### config.mk
export PLATFORM = sky130hd
export DESIGN_NAME = uart_rx_core
export DESIGN_NICKNAME = d
export VERILOG_FILES = /design/src/rtl/uart_pkg.sv /design/src/rtl/uart_bit_timer.sv /design/src/rtl/uart_rx_core.sv
export SDC_FILE = /design/constraint.sdc
export NUM_CORES = 1
export LEC_CHECK = 0
export BUFFER_PORTS_ARGS = -buffer_cell sky130_fd_sc_hd__buf_2
export CORE_UTILIZATION = 45
export CTS_CLUSTER_SIZE = 12
export DETAILED_ROUTE_END_ITERATION = 8
export PLACE_DENSITY_LB_ADDON = 0.08
export RECOVER_POWER = 100
export SYNTH_ARGS = -nofsm -noshare
export SYNTH_HDL_FRONTEND = slang
export SYNTH_HIERARCHICAL = 1
export SYNTH_SLANG_ARGS = --single-unit
### constraint.sdc
create_clock -name clk -period 3.7 [get_ports clk]
set_clock_uncertainty 0.05 [all_clocks]
set_input_delay 0.74 -clock clk [delete_from_list [all_inputs] [get_ports clk]]
set_output_delay 0.74 -clock clk [all_outputs]
set_load 0.005 [all_outputs]
### src/rtl/uart_pkg.sv
// Shared types and constants for the UART receive path.
package uart_pkg;

    typedef enum logic [2:0] {
        IDLE,
        START_CHK,
        DATA,
        STOP,
        LOAD
    } rx_state_t;

    localparam logic [13:0] DEF_BIT_PERIOD = 14'd10;
    localparam logic [13:0] MIN_BIT_PERIOD = 14'd4;
    localparam logic [3:0]  DEF_DATA_SIZE  = 4'd8;

    // Frame lengths outside 5..8 data bits fall back to 8.
    function automatic logic [3:0] eff_data_size(input logic [3:0] ds);
        return (ds >= 4'd5 && ds <= 4'd8) ? ds : DEF_DATA_SIZE;
    endfunction

endpackage

### src/rtl/uart_bit_timer.sv
// Bit timer: counts from 1 while enabled and strobes when it reaches rollover.
module uart_bit_timer #(
    parameter int unsigned CNT_BITS = 14
) (
    input  logic                clk,
    input  logic                n_rst,
    input  logic                clear,
    input  logic                enable,
    input  logic [CNT_BITS-1:0] rollover,
    output logic                sample_c
);

    logic [CNT_BITS-1:0] cnt_q;

    assign sample_c = enable && !clear && (cnt_q == rollover);

    // Reload to 1 on clear and on every sample so the next strobe is rollover cycles later.
    always_ff @(posedge clk or negedge n_rst) begin
        if (!n_rst) begin
            cnt_q <= CNT_BITS'(1);
        end else if (clear || sample_c) begin
            cnt_q <= CNT_BITS'(1);
        end else if (enable) begin
            cnt_q <= cnt_q + CNT_BITS'(1);
        end
    end

endmodule

### src/rtl/uart_rx_core.sv
// UART receive engine: synchronizes serial_in, frames 5..8 data bits LSB-first
// and reports data/overrun/framing status to the register slave.
module uart_rx_core
    import uart_pkg::*;
#(
    parameter int unsigned CNT_BITS = 14,
    parameter int unsigned MAX_DATA = 8
) (
    input  logic                clk,
    input  logic                n_rst,
    input  logic                serial_in,
    input  logic [CNT_BITS-1:0] bit_period,
    input  logic [3:0]          data_size,
    input  logic                data_read,
    output logic [MAX_DATA-1:0] rx_data,
    output logic                data_ready,
    output logic                overrun_error,
    output logic                framing_error
);

    rx_state_t           state_q, state_d;
    logic                sync1_q, sync2_q, sync3_q;
    logic                rx_s, start_c, sample_c, timer_en_c;
    logic [CNT_BITS-1:0] period_q, rollover_c;
    logic [3:0]          size_q, bit_cnt_q;
    logic [MAX_DATA-1:0] shreg_q;
    logic                stop_q;

    // Two-flop synchronizer plus one flop of history for falling-edge detect.
    always_ff @(posedge clk or negedge n_rst) begin
        if (!n_rst) begin
            sync1_q <= 1'b1;
            sync2_q <= 1'b1;
            sync3_q <= 1'b1;
        end else begin
            sync1_q <= serial_in;
            sync2_q <= sync1_q;
            sync3_q <= sync2_q;
        end
    end

    assign rx_s       = sync2_q;
    assign start_c    = (state_q == IDLE) && sync3_q && !sync2_q;
    assign timer_en_c = (state_q == START_CHK) || (state_q == DATA) || (state_q == STOP);
    assign rollover_c = (state_q == START_CHK) ? (period_q >> 1) : period_q;

    uart_bit_timer #(.CNT_BITS(CNT_BITS)) u_bit_timer (
        .clk      (clk),
        .n_rst    (n_rst),
        .clear    (start_c),
        .enable   (timer_en_c),
        .rollover (rollover_c),
        .sample_c (sample_c)
    );

    always_ff @(posedge clk or negedge n_rst) begin
        if (!n_rst) begin
            state_q <= IDLE;
        end else begin
            state_q <= state_d;
        end
    end

    always_comb begin
        state_d = state_q;
        case (state_q)
            IDLE:      if (start_c)  state_d = START_CHK;
            START_CHK: if (sample_c) state_d = rx_s ? IDLE : DATA;
            DATA:      if (sample_c && (bit_cnt_q == size_q - 4'd1)) state_d = STOP;
            STOP:      if (sample_c) state_d = LOAD;
            LOAD:      state_d = IDLE;
            default:   state_d = IDLE;
        endcase
    end

    // Frame datapath: configuration latched at start, bits enter at position N-1.
    always_ff @(posedge clk or negedge n_rst) begin
        if (!n_rst) begin
            period_q  <= CNT_BITS'(MIN_BIT_PERIOD);
            size_q    <= DEF_DATA_SIZE;
            bit_cnt_q <= 4'd0;
            shreg_q   <= '0;
            stop_q    <= 1'b0;
        end else if (start_c) begin
            period_q  <= (bit_period < CNT_BITS'(MIN_BIT_PERIOD)) ? CNT_BITS'(MIN_BIT_PERIOD)
                                                                  : bit_period;
            size_q    <= eff_data_size(data_size);
            bit_cnt_q <= 4'd0;
            shreg_q   <= '0;
        end else if (sample_c && state_q == DATA) begin
            shreg_q   <= (shreg_q >> 1) | (MAX_DATA'(rx_s) << (size_q - 4'd1));
            bit_cnt_q <= bit_cnt_q + 4'd1;
        end else if (sample_c && state_q == STOP) begin
            stop_q    <= rx_s;
        end
    end

    // Status outputs; a completed frame takes priority over a coincident read.
    always_ff @(posedge clk or negedge n_rst) begin
        if (!n_rst) begin
            rx_data       <= '0;
            data_ready    <= 1'b0;
            overrun_error <= 1'b0;
            framing_error <= 1'b0;
        end else if (state_q == LOAD && stop_q) begin
            rx_data       <= shreg_q;
            data_ready    <= 1'b1;
            framing_error <= 1'b0;
            overrun_error <= !data_read && (overrun_error || data_ready);
        end else begin
            if (state_q == LOAD) begin
                framing_error <= 1'b1;
            end else if (start_c) begin
                framing_error <= 1'b0;
            end
            if (data_read && data_ready) begin
                data_ready    <= 1'b0;
                overrun_error <= 1'b0;
            end
        end
    end

endmodule
### After elaboration in Yosys (flattened, before gate mapping)

Index checks and enable logic that the tools add are counted.

| cells by class | value |
|---|---|
| $add $sub $neg | 3 |
| bitwise logic cells | 3 |
| reductions and logical operators | 25 |
| shift-type cells | 1 |
| eq/ne operators | 10 |
| muxes and demuxes | 21 |
| order comparisons | 3 |

Operators by type and width:

| operator | count |
|---|---|
| 14-bit two-way mux | 4 |
| 8-bit two-way mux | 2 |
| 14-bit by 1-bit adder with 14-bit output, second input constant | 1 |
| 14-bit equality test | 1 |
| 14-bit by 3-bit less-than comparator with 1-bit output, second input constant | 1 |
| 3-bit two-way mux | 4 |
| 4-bit two-way mux | 3 |
| 3-bit one-hot mux with 4 select lines | 1 |
| 1-bit logical AND | 11 |
| 7-bit by 8-bit bitwise OR with 8-bit output | 1 |
| 1-bit by 4-bit left shift with 8-bit output | 1 |
| 3-bit by 2-bit equality test with 1-bit output, second input constant | 2 |
| 1-bit two-way mux | 6 |
| 2-bit != test, second input constant | 3 |
| 2-bit nonzero test | 3 |
| 4-bit by 1-bit adder with 4-bit output, second input constant | 1 |
| 4-bit equality test | 1 |
| 4-bit by 3-bit >= comparator with 1-bit output, second input constant | 1 |
| 4-bit <= comparator, second input constant | 1 |
| 1-bit logical OR | 4 |
| 4-bit AND reduction | 1 |
| 4-bit by 1-bit subtractor with 4-bit output, second input constant | 1 |
| 3-bit by 1-bit equality test with 1-bit output, second input constant | 1 |
| 3-bit equality test, second input constant | 1 |
| 7 further kinds | 10 |

| storage, ports and cells | value |
|---|---|
| output and inout bits | 11 |
| flip-flop bits (word level) | 62 |
| input port bits | 22 |

### Longest topological paths before layout

Gate-level depths: netlist of the first run.

| depth | value |
|---|---|
| depth in word-level cells | 9 |
| gate-level depth with buffers | 14 |
| mapped depth without buffers | 10 |

### Cells and area by module

The synthesis of the first run kept the hierarchy.

Modules (own cells, without submodules):

| module | cells each | sequential area each (um2) | area an instance (um2) | times used |
|---|---|---|---|---|
| uart_rx_core | 216 | 1207.4 | 2260.9 | 1 |
| uart_bit_timer | 90 | 351.6 | 900.9 | 1 |

### Worst setup path after synthesis of the first run

Ideal clock, no wire load.

| timing path | value |
|---|---|
| path kind | reg-to-reg |
| start point | register state_q[2] |
| end point | register shreg_q[2] |
| cell stages (with the launch flop) | 15 |
| buffers on the path | 4 |
| data arrival time | 3132 ps |
| path slack | 441 ps |
| period minus slack after synthesis | 3259 ps |
| path through | dfrtp_1 > inv_1 > and3_1 > buf_2 > buf_6 > mux2_2 > xnor2_1 > nand4_1 > nor4_2 > buf_4 > nor4bb_1 > buf_4 > nand2_2 > or3_1 > o21ai_1 |

| on the way | value |
|---|---|
| elaborated cells between the ends (all ways) | 16 |
| those cells by class | 4 x eq/ne; 2 x mux; 10 x reduce/logical |

RTL lines:

| element | RTL line | source |
|---|---|---|
| from (decl) | uart_rx_core.sv:21 | `rx_state_t state_q, state_d;` |
| from (signal assigned) | uart_rx_core.sv:60 | `state_q <= state_d;` |
| 3-bit by 1-bit equality test with 1-bit output | uart_rx_core.sv:45 | `assign rollover_c = (state_q == START_CHK) ? (period_q >> 1) : period_q;` |
| 14-bit two-way mux | uart_rx_core.sv:45 |  |
| via rollover_c[9] | uart_rx_core.sv:24 | `logic [CNT_BITS-1:0] period_q, rollover_c;` |
| 14-bit equality test | uart_bit_timer.sv:15 | `assign sample_c = enable && !clear && (cnt_q == rollover);` |
| 1-bit logical AND | uart_bit_timer.sv:15 |  |
| via sample_c | uart_rx_core.sv:23 | `logic rx_s, start_c, sample_c, timer_en_c;` |
| 1-bit logical AND | uart_rx_core.sv:90 | `end else if (sample_c && state_q == DATA) begin` |
| 2-bit nonzero test (no line) | -- |  |
| to (signal assigned) | uart_rx_core.sv:91 | `shreg_q <= (shreg_q >> 1) \| (MAX_DATA'(rx_s) << (size_q - 4'd1));` |
| to (decl) | uart_rx_core.sv:26 | `logic [MAX_DATA-1:0] shreg_q;` |

The timed path passes the listed nets, and every way through them passes these cells.
A chain may end at the register's enable or synchronous reset.

### Worst setup path after layout of the first run

| timing path | value |
|---|---|
| start point | register state_q[2] |
| end point | register shreg_q[3] |

Same word-level chain as after synthesis.

==> out/metrics.cfg, run 1 <==
[outcome]
status = finished, violations left
violations = capacitance limit, slew limit

[drt]
wl_met3_um = 350
ant_nets = 0
drt_iter0_markers = 102
wl_per_cell_um = 14.5
route.met2.wl_mm = 2.63
drc = 0
vias = 2309
dr.pass1.iters = 4
drt_wl_total_mm = 6.43
maxUsedRoutingLayer = met4
wl_met1_mm = 3.34
vias_per_cell = 5.21

[clock_tree]
cts_buffers = 9
clk_pin_slew_ps = 70
cts_setup_buffers = 0
clock_latency_ps = 340
clockRootBuffer = clkbuf_8
cts_tree = yes
h-tree-depth = 3
cts_resized = 0
cts_sinks = 62
cts_hold_buf = 0
cts_buffer_depth = 2

[power_and_ir_drop]
power-per-cell-area_nw_per_um2 = 525
vdd_drop_max_mv = 0.281
power_leakage_uw = 0.00161

[synthesis]
synth_compound_area_share_pct = 7.56
synth.area.mux_share_pct = 9.46
synthTopCellsByCount = dfrtp_1 (56), nand2_1 (50), xnor2_1 (25)
synthTopCellsByArea = dfrtp_1 (44%), mux2_2 (8.2%), xnor2_1 (6.9%)
synth-seq-cells = 62
synth-simple-area-share_pct = 19.7
syn_area_per_cell_um2 = 10.3
synth_top_family_by_area = simple AND/OR/NAND/NOR gates
async_flop_share_pct = 100
yosysSeqAreaShare_pct = 49.3
synthCells = 306
post-synth-top-area-cell = dfrtp_1
synth_edf_count = 0
synthXorXnorAreaFrac_pct = 9.14
yosys_most_used_dff = dfrtp_1
yosysMostFrequentCell = dfrtp_1
ys_types = 47
synth_fa_ha_area_share_pct = 1.19
yosys_warnings = 6
netlist.area_leader.share_pct = 44.3
synthesis.area_um2 = 3160
syn_nets = 331

[floorplan]
ioPinCount = 33
std_cell_rows = 30
die_h_um = 85.8
initial_utilization_pct = 46.5
die-area_um2 = 7370
coreArea_um2 = 6790
die_w_um = 85.8

[layout]
final-seq-area_um2 = 1560
nNetsFinal = 367
stdcell_count = 443
multi_input_area_um2 = 1490
fin_area_um2 = 3600
drive_gt1_share_pct = 24.8
antenna_cells = 0
nFillCells = 634
syn_to_final_growth_pct = 13.9

[timing]
setup_viol = 0
fin_setup_tns_ps = 0
final_max_slew_viol_count = 63
worstMarginPinSlew_ps = 1520
rsz0062_at_grt = no
whs_ps = 313
min_period_ps = 3320
fin_ws_ps = 375
fmax_ghz = 0.301
min_period_over_period_pct = 89.9
maxSlewHeadroom_pct = -1.56
final_hold_viol_count = 0

[place]
placed_cells = 427
dp_hpwl_mm = 4.39
pre_cts_slack_ps = 420
place_area_um2 = 3410
portBuffers = 32
gp_congestion = 0.816

[critical_path]
crit_required_ps = 3910
cp.arrival_ps = 3530
worst-path-max-fanout = 14
r2r_slack_ps = 380
endpoint_kind = flip-flop
crit_type = reg2reg
startpoint_type = flip-flop

[worst_hold_path]
hold_path_class = reg2reg

[global_route]
grt-ovfl-total = 0
antenna_found_initial = 0
first_global_vias = 2251
grt_pass1_wl_mm = 11.2
grt_usage_pct = 20.0
grt_start_max_net_pins = 63

[run]
max-cap-violations = 1

-- sequential cells by signal (all words and copies together) (netlist names), 3 cells and up --
register,flops
period_q,14
bit_cnt_q,4
size_q,4
state_q,3
shreg_q,8
u_bit_timer/cnt_q,14
rx_data,8
-- kinds of logic after synthesis --
family / count (synthesis)
compound gates: 38
simple gates: 121
flops: 62
buf+inv: 22
mux: 27
xor+xnor: 33
fa+ha+maj: 3
-- area by class of cell --
cell class	instances	area share, %
Sequential cell	62	43.3
Multi-Input combinational cell	222	41.3
Timing Repair Buffer	37	5.18
Clock buffer	13	4.69
Tap cell	96	3.34
Clock inverter	3	1.18
Inverter	10	1.04
-- metal layers --
| metal | global-route usage [%] | up-vias |
|---|---|---|
| met1 | 30.4 | 1095 |
| met5 | 0 | - |
| met4 | 8.03 | 0 |
| li1 | - | 1143 |
| met2 | 26.9 | 64 |
| met3 | 5.00 | 7 |
-- report_power, final --
group / leakage, uW / total (uW) / internal (uW) / switching [uW]
sequential: 0.000790 / 895 / 772 / 123
combinational: 0.000712 / 372 / 192 / 180
clock: 0.000106 / 623 / 366 / 257
total: 0.00161 / 1890 / 1330 / 560
-- critical path, cell delays in order (launching register included) --
cell and delay [ps]:
dfrtp_1 470, inv_1 120, and3_1 500, mux2_2 400, xnor2_1 150, nand4_1 110, nor4_1 350, nor4bb_2 340
buf_4 200, nand2_2 60, or3_1 350, o21ai_1 150
-- final timing paths --
kind                             from                     to  depth (start not counted)
min in group asynchronous       n_rst           bit_cnt_q[3]                          2
hold / removal                sync1_q                   rx_s                          0
max in group asynchronous       n_rst  u_bit_timer/cnt_q[13]                          2
setup / recovery           state_q[2]             shreg_q[3]                         11
hold reg to reg               sync1_q                   rx_s                          0
setup reg to reg           state_q[2]             shreg_q[3]                         11
-- per-stage QoR --
step	utilization, %	power, uW
2_1_floorplan	-	1170
3_3_place_gp	50.2	1280
3_5_place_dp	50.2	1280
4_1_cts	53.3	1920
5_1_grt	53.0	2000
6_report	53.0	1890
-- placed cells by master (no fill, tap or decap), drive strengths merged, types with 4 or more instances in the layout --
cell type / synthesis / final
xnor2: 25 / 25
mux2: 23 / 23
a22oi: 7 / 7
clkbuf: 3 / 20
nor4: 7 / 7
nand2: 53 / 53
inv: 10 / 10
buf: 9 / 30
o21ai: 19 / 19
nand4: 9 / 9
xor2: 8 / 8
nor2: 10 / 10
nand3: 9 / 9
dfstp: 6 / 6
dfrtp: 56 / 56
or3: 5 / 5
nor3: 16 / 16
mux2i: 4 / 4
Power figures use the tool's default switching activity.
==> inputs of run 2 (changes only) <==
PLACE_DENSITY = 0.73   (was default)
PLACE_DENSITY_LB_ADDON = default   (was 0.08)
REMOVE_ABC_BUFFERS = 1   (was default)
SETUP_SLACK_MARGIN = 0.2   (was default)
==> out/metrics.cfg, run 2 (synthesis results as in run 1) <==
[clock_tree]
clockRootBuffer = clkbuf_8  ; unchanged
cts_buffers = 9  ; unchanged
h-tree-depth = 3  ; unchanged
cts_sinks = 62  ; unchanged
clk_pin_slew_ps = 80  ; was 70 ps
cts_tree = yes  ; unchanged
clock_latency_ps = 350  ; was 340 ps
cts_buffer_depth = 2  ; unchanged

[place]
portBuffers = 32  ; unchanged
dp_hpwl_mm = 4.31  ; was 4.39 mm
gp_congestion = 0.778  ; was 0.816
placed_cells = 427  ; unchanged

[timing]
final_hold_viol_count = 0  ; unchanged
whs_ps = 314  ; was 313 ps
fin_setup_tns_ps = 0  ; unchanged
setup_viol = 0  ; unchanged
min_period_ps = 3280  ; was 3320 ps
rsz0062_at_grt = no  ; unchanged
final_max_slew_viol_count = 51  ; was 63
min_period_over_period_pct = 88.6  ; was 89.9%
worstMarginPinSlew_ps = 2580  ; was 1520 ps
maxSlewHeadroom_pct = -72.1  ; was -1.56%
fmax_ghz = 0.305  ; was 0.301 GHz

[critical_path]
endpoint_kind = flip-flop  ; unchanged
cp.arrival_ps = 3510  ; was 3530 ps
startpoint_type = flip-flop  ; unchanged
crit_type = reg2reg  ; unchanged
worst-path-max-fanout = 16  ; was 14
crit_required_ps = 3930  ; was 3910 ps

[floorplan]
std_cell_rows = 30  ; unchanged
ioPinCount = 33  ; unchanged
initial_utilization_pct = 46.5  ; unchanged
die_h_um = 85.8  ; unchanged
die_w_um = 85.8  ; unchanged
coreArea_um2 = 6790  ; unchanged
die-area_um2 = 7370  ; unchanged

[global_route]
antenna_found_initial = 0  ; unchanged
grt_start_max_net_pins = 51  ; was 63
first_global_vias = 2150  ; was 2251
grt_usage_pct = 18.1  ; was 20.0%
grt-ovfl-total = 0  ; unchanged
grt_pass1_wl_mm = 10.3  ; was 11.2 mm

[layout]
syn_to_final_growth_pct = 12.6  ; was 13.9%
top_regs = period_q x14, u_bit_timer/cnt_q x14  ; unchanged
nFillCells = 595  ; was 634
final_common_cell = dfrtp_1  ; unchanged
drive_gt1_share_pct = 24.5  ; was 24.8%
antenna_cells = 0  ; unchanged
final_cell_mix = dfrtp_1 (56), nand2_1 (50), buf_2 (29)  ; was dfrtp_1 (56), nand2_1 (51), buf_2 (27)
nNetsFinal = 367  ; unchanged
stdcell_count = 443  ; unchanged

[drt]
route.met2.wl_mm = 2.85  ; was 2.63 mm
vias_per_cell = 5.25  ; was 5.21
ant_nets = 0  ; unchanged
drt_iter0_markers = 118  ; was 102
wl_per_cell_um = 13.8  ; was 14.5 um
wl_met1_mm = 3.02  ; was 3.34 mm
vias = 2324  ; was 2309
maxUsedRoutingLayer = met4  ; unchanged
dr.pass1.iters = 6  ; was 4
drt_wl_total_mm = 6.13  ; was 6.43 mm
wl_met3_um = 200  ; was 350 um
drc = 1  ; was 0

[power_and_ir_drop]
share_comb_of_total_power_pct = 20.8  ; was 19.7%
intPower_uw = 1210  ; was 1330 uW
switchingPower_uw = 595  ; was 560 uW
pwr-share-clk_pct = 30.1  ; was 33.0%
power-per-cell-area_nw_per_um2 = 508  ; was 525 nW/um^2
seqPwrFrac_pct = 49.1  ; was 47.4%
vdd_drop_max_mv = 0.170  ; was 0.281 mV
p_sw_share_pct = 32.9  ; was 29.6%
power_leakage_uw = 0.00159  ; was 0.00161 uW

[outcome]
status = finished, violations left  ; unchanged
violations = DRC, capacitance limit, slew limit  ; was capacitance limit, slew limit

[worst_hold_path]
hold_path_class = reg2reg  ; unchanged

[run]
max-cap-violations = 1  ; unchanged

==> run 2: cell count changes in the layout (fill, tap and decap cells not counted), sizes merged <==
cell      change
clkbuf        -5
clkinvlp      +2
inv           +2
buf           +1
bufinv        -1
clkinv        +1
==> run 2: repair_timing <==
action,in CTS,in global routing
endpoints found under the setup margin,0,10
endpoints found under the hold margin,0,0
setup buffers,0,0
gates resized for setup,0,1
hold buffers,0,0
==> run 2: cell type report <==
cell class / instances / area, um^2 / area share (%)
clock inverter: 7 / 57.6 / 1.62
clock buffer: 9 / 124 / 3.48
inverter: 10 / 37.5 / 1.05
sequential: 62 / 1560 / 43.8
tap: 96 / 120 / 3.37
multi-input combinational: 222 / 1480 / 41.5
timing repair buffer: 37 / 183 / 5.13
==> run 2: final timing paths <==
check | cells after the start | end | slack (ps) | from
worst min-delay path | 0 | rx_s | 310 | sync1_q
worst min register to register | 0 | rx_s | 310 | sync1_q
worst max register to register | 11 | shreg_q[2] | 420 | state_q[2]
worst max-delay path | 11 | shreg_q[2] | 420 | state_q[2]
min in group asynchronous | 1 | period_q[12] | 1130 | n_rst
max in group asynchronous | 1 | period_q[0] | 990 | n_rst
==> run 2: power by group through the flow <==
| stage | Combinational (uW) | Sequential (uW) | Clock [uW] |
|---|---|---|---|
| after detailed placement | 382 | 900 | 0 |
| after global routing | 429 | 903 | 590 |
| after global placement | 368 | 897 | 0 |
| after floorplan | 303 | 868 | 0 |
| after CTS | 385 | 888 | 559 |
| final | 377 | 888 | 544 |
==> run 2: metrics by stage <==
step / cell area, um^2 / util [%] / worst slack (ps) / total power (uW)
final: 3560 / 52.4 / 421 / 1810
after detailed placement: 3410 / 50.2 / 318 / 1280
after floorplan: 3080 / - / -920 / 1170
after global placement: 3410 / 50.2 / 429 / 1260
after CTS: 3590 / 52.8 / 306 / 1830
after global routing: 3560 / 52.4 / 135 / 1920
==> run 2: routing by layer <==
layer	GRT usage, %	up-vias
met5	0	-
met4	7.73	0
li1	-	1141
met2	27.4	48
met1	25.3	1129
met3	4.04	6
==> run 2: critical path, stage by stage (launching register included) <==
cell and delay, ps:
dfrtp_1 470, inv_1 120, and3_2 370, mux2_2 390, xnor2_1 160, nand4_1 100
nor4_1 370, nor4bb_1 340, buf_4 260, nand2_2 70, or3_1 340, o21ai_0 160
==> inputs of run 3 (changes only) <==
ABC_AREA = 1   (was default)
PLACE_DENSITY = 0.72   (was 0.73)
==> out/metrics.cfg, run 3 <==
[outcome]
status = finished, violations left  ; unchanged
violations = capacitance limit, slew limit  ; was DRC, capacitance limit, slew limit

[layout]
final_common_cell = nand2_1  ; was dfrtp_1
top_regs = period_q x14, u_bit_timer/cnt_q x14  ; unchanged
drive_gt1_share_pct = 15.4  ; was 24.5%
nNetsFinal = 512  ; was 367
post-route-util_pct = 51.4  ; was 52.4%
final_cell_mix = nand2_1 (131), inv_1 (68), dfrtp_1 (56)  ; was dfrtp_1 (56), nand2_1 (50), buf_2 (29)
antenna_cells = 0  ; unchanged
syn_to_final_growth_pct = 8.48  ; was 12.6%

[drt]
ant_nets = 0  ; unchanged
drc = 0  ; was 1
dr.pass1.iters = 4  ; was 6
vias_per_cell = 4.94  ; was 5.25
wl_per_cell_um = 12.5  ; was 13.8 um
drt_iter0_markers = 102  ; was 118
drt_wl_total_mm = 7.40  ; was 6.13 mm
vias = 2920  ; was 2324

[critical_path]
worstPathCellList = nor3_4, nand2_1, o21ai_0, inv_1, nand2_1, nand2_1, nor2_1, nand2_1, nor2_2, nand2_1, inv_1, inv_1, nor2_2, inv_4, nand2_4, inv_2, a22o_1  ; was inv_1, and3_2, mux2_2, xnor2_1, nand4_1, nor4_1, nor4bb_1, buf_4, nand2_2, or3_1, o21ai_0
crit_type = reg2reg  ; unchanged
crit_buf_inv = 5  ; was 2
worst-path-max-fanout = 28  ; was 16
crit_required_ps = 3890  ; was 3930 ps
cpPeakStageDelay_ps = 720  ; was 470 ps
cp.arrival_ps = 3330  ; was 3510 ps
path_delay_family = simple AND/OR/NAND/NOR gates  ; unchanged
endpoint_kind = flip-flop  ; unchanged
crit_top_cell = nand2_1
startpoint_type = flip-flop  ; unchanged
slowest_stage = nor3_4  ; was dfrtp_1

[timing]
setup_viol = 0  ; unchanged
fin_setup_tns_ps = 0  ; unchanged
maxSlewHeadroom_pct = -16.1  ; was -72.1%
final_hold_viol_count = 0  ; unchanged
worstMarginPinSlew_ps = 1740  ; was 2580 ps
fin_ws_ps = 563  ; was 421 ps
min_period_over_period_pct = 84.8  ; was 88.6%
rsz0062_at_grt = no  ; unchanged
min_period_ps = 3140  ; was 3280 ps
final_max_slew_viol_count = 35  ; was 51
fmax_ghz = 0.319  ; was 0.305 GHz

[power_and_ir_drop]
pwr-share-clk_pct = 22.9  ; was 30.1%
intPower_uw = 1380  ; was 1210 uW
share_comb_of_total_power_pct = 38.6  ; was 20.8%
p_sw_share_pct = 42.5  ; was 32.9%
seqPwrFrac_pct = 38.4  ; was 49.1%
power_uw = 2390  ; was 1810 uW
vdd_drop_max_mv = 0.435  ; was 0.170 mV
power-per-cell-area_nw_per_um2 = 628  ; was 508 nW/um^2
switchingPower_uw = 1020  ; was 595 uW
power_leakage_uw = 0.00184  ; was 0.00159 uW

[synthesis]
post-synth-top-area-cell = dfrtp_1  ; unchanged
synthTopCellsByCount = nand2_1 (128), inv_1 (68), dfrtp_1 (56)  ; was dfrtp_1 (56), nand2_1 (50), xnor2_1 (25)
yosysMostFrequentCell = nand2_1  ; was dfrtp_1
yosys_most_used_dff = dfrtp_1  ; unchanged
async_flop_share_pct = 100  ; unchanged
syn_area_per_cell_um2 = 7.80  ; was 10.3 um^2
synthesis.area_um2 = 3510  ; was 3160 um^2
synthTopCellsByArea = dfrtp_1 (40%), nand2_1 (14%), inv_1 (7.3%)  ; was dfrtp_1 (44%), mux2_2 (8.2%), xnor2_1 (6.9%)
yosys_warnings = 6  ; unchanged
yosysSeqAreaShare_pct = 44.4  ; was 49.3%
synth-seq-cells = 62  ; unchanged
synthCells = 450  ; was 306
netlist.area_leader.share_pct = 39.9  ; was 44.3%
synth_edf_count = 0  ; unchanged
ys_types = 42  ; was 47

[clock_tree]
clock_latency_ps = 350  ; about the same
clockRootBuffer = clkbuf_8  ; unchanged
cts_buffer_depth = 2  ; unchanged
clk_pin_slew_ps = 80  ; about the same
h-tree-depth = 3  ; unchanged
cts_sinks = 62  ; unchanged
cts_tree = yes  ; unchanged
cts_buffers = 9  ; unchanged
cts_setup_buffers = 0  ; unchanged
cts_hold_buf = 0  ; unchanged
cts_resized = 0  ; unchanged

[floorplan]
die_h_um = 90.3  ; was 85.8 um
initial_utilization_pct = 47.4  ; was 46.5%
coreArea_um2 = 7410  ; was 6790 um^2
die_w_um = 90.3  ; was 85.8 um
std_cell_rows = 31  ; was 30
ioPinCount = 33  ; unchanged
die-area_um2 = 8160  ; was 7370 um^2

[global_route]
antenna_found_initial = 0  ; unchanged
first_global_vias = 2916  ; was 2150
grt_pass1_wl_mm = 13.0  ; was 10.3 mm
grt_start_max_net_pins = 39  ; was 51
grt-ovfl-total = 0  ; unchanged
grt_usage_pct = 19.9  ; was 18.1%

[place]
dp_hpwl_mm = 5.58  ; was 4.31 mm
pre_cts_slack_ps = 717  ; was 318 ps
gp_congestion = 0.901  ; was 0.778
portBuffers = 32  ; unchanged

[run]
max-cap-violations = 1  ; unchanged

[worst_hold_path]
hold_path_class = reg2reg  ; unchanged

[run 3: cell types whose count changed after synthesis, sizes merged, moves of 23 or more]
cell and change:
nand2 +81, inv +65, nor2 +35, o21ai +32
mux2 -23, xnor2 -23
[run 3: routing by layer]
metal  vias to the layer above  share of wire, %  track usage, %
met1                      1347                44            23.6
met2                        61                49            34.2
met5                         -                 0               0
li1                       1488                 -               -
met3                        24               3.4            4.21
met4                         0               2.9            9.95
[run 3: path summary, 6_finish.rpt]
path	startpoint	to	slack, ps	depth (start not counted)
min	sync1_q	rx_s	310	0
max in group asynchronous	n_rst	u_bit_timer/cnt_q[1]	1210	2
min reg2reg	sync1_q	rx_s	310	0
min in group asynchronous	n_rst	period_q[6]	340	1
max	state_q[1]	bit_cnt_q[1]	560	17
max reg2reg	state_q[1]	bit_cnt_q[1]	560	17
[run 3: power by group through the flow]
stage / clock network (uW) / registers (uW) / logic [uW]
2_1_floorplan: 0 / 904 / 730
3_3_place_gp: 0 / 929 / 921
3_5_place_dp: 0 / 932 / 946
4_1_cts: 563 / 920 / 952
5_1_grt: 590 / 933 / 1070
6_report: 548 / 919 / 923
[run 3: area by class of cell]
cell class                      count  area (um^2)
Fill cell                         733         3600
Sequential cell                    62         1560
Multi-Input combinational cell    304         1480
Inverter                           75          294
Timing Repair Buffer               35          169
Clock buffer                        9          124
Tap cell                           99          124
Clock inverter                      7         57.6
[run 3: cell families (layout without fill, tap and decap cells)]
logic type	after synthesis	in the layout	share of synthesized area, %
flops	62	62	44.4
buf+inv	84	126	10.8
xor+xnor	11	11	2.74
simple gates	224	224	29.8
fa+ha+maj	3	3	1.07
compound gates	66	66	11.2
[run 3: per-stage QoR]
step           cell area [um^2]  cells  hold slack [ps]
2_1_floorplan              3430    441              295
3_3_place_gp               3730    575              299
3_5_place_dp               3730    575              300
4_1_cts                    3910    591              202
5_1_grt                    3810    591              321
6_report                   3810    591              314
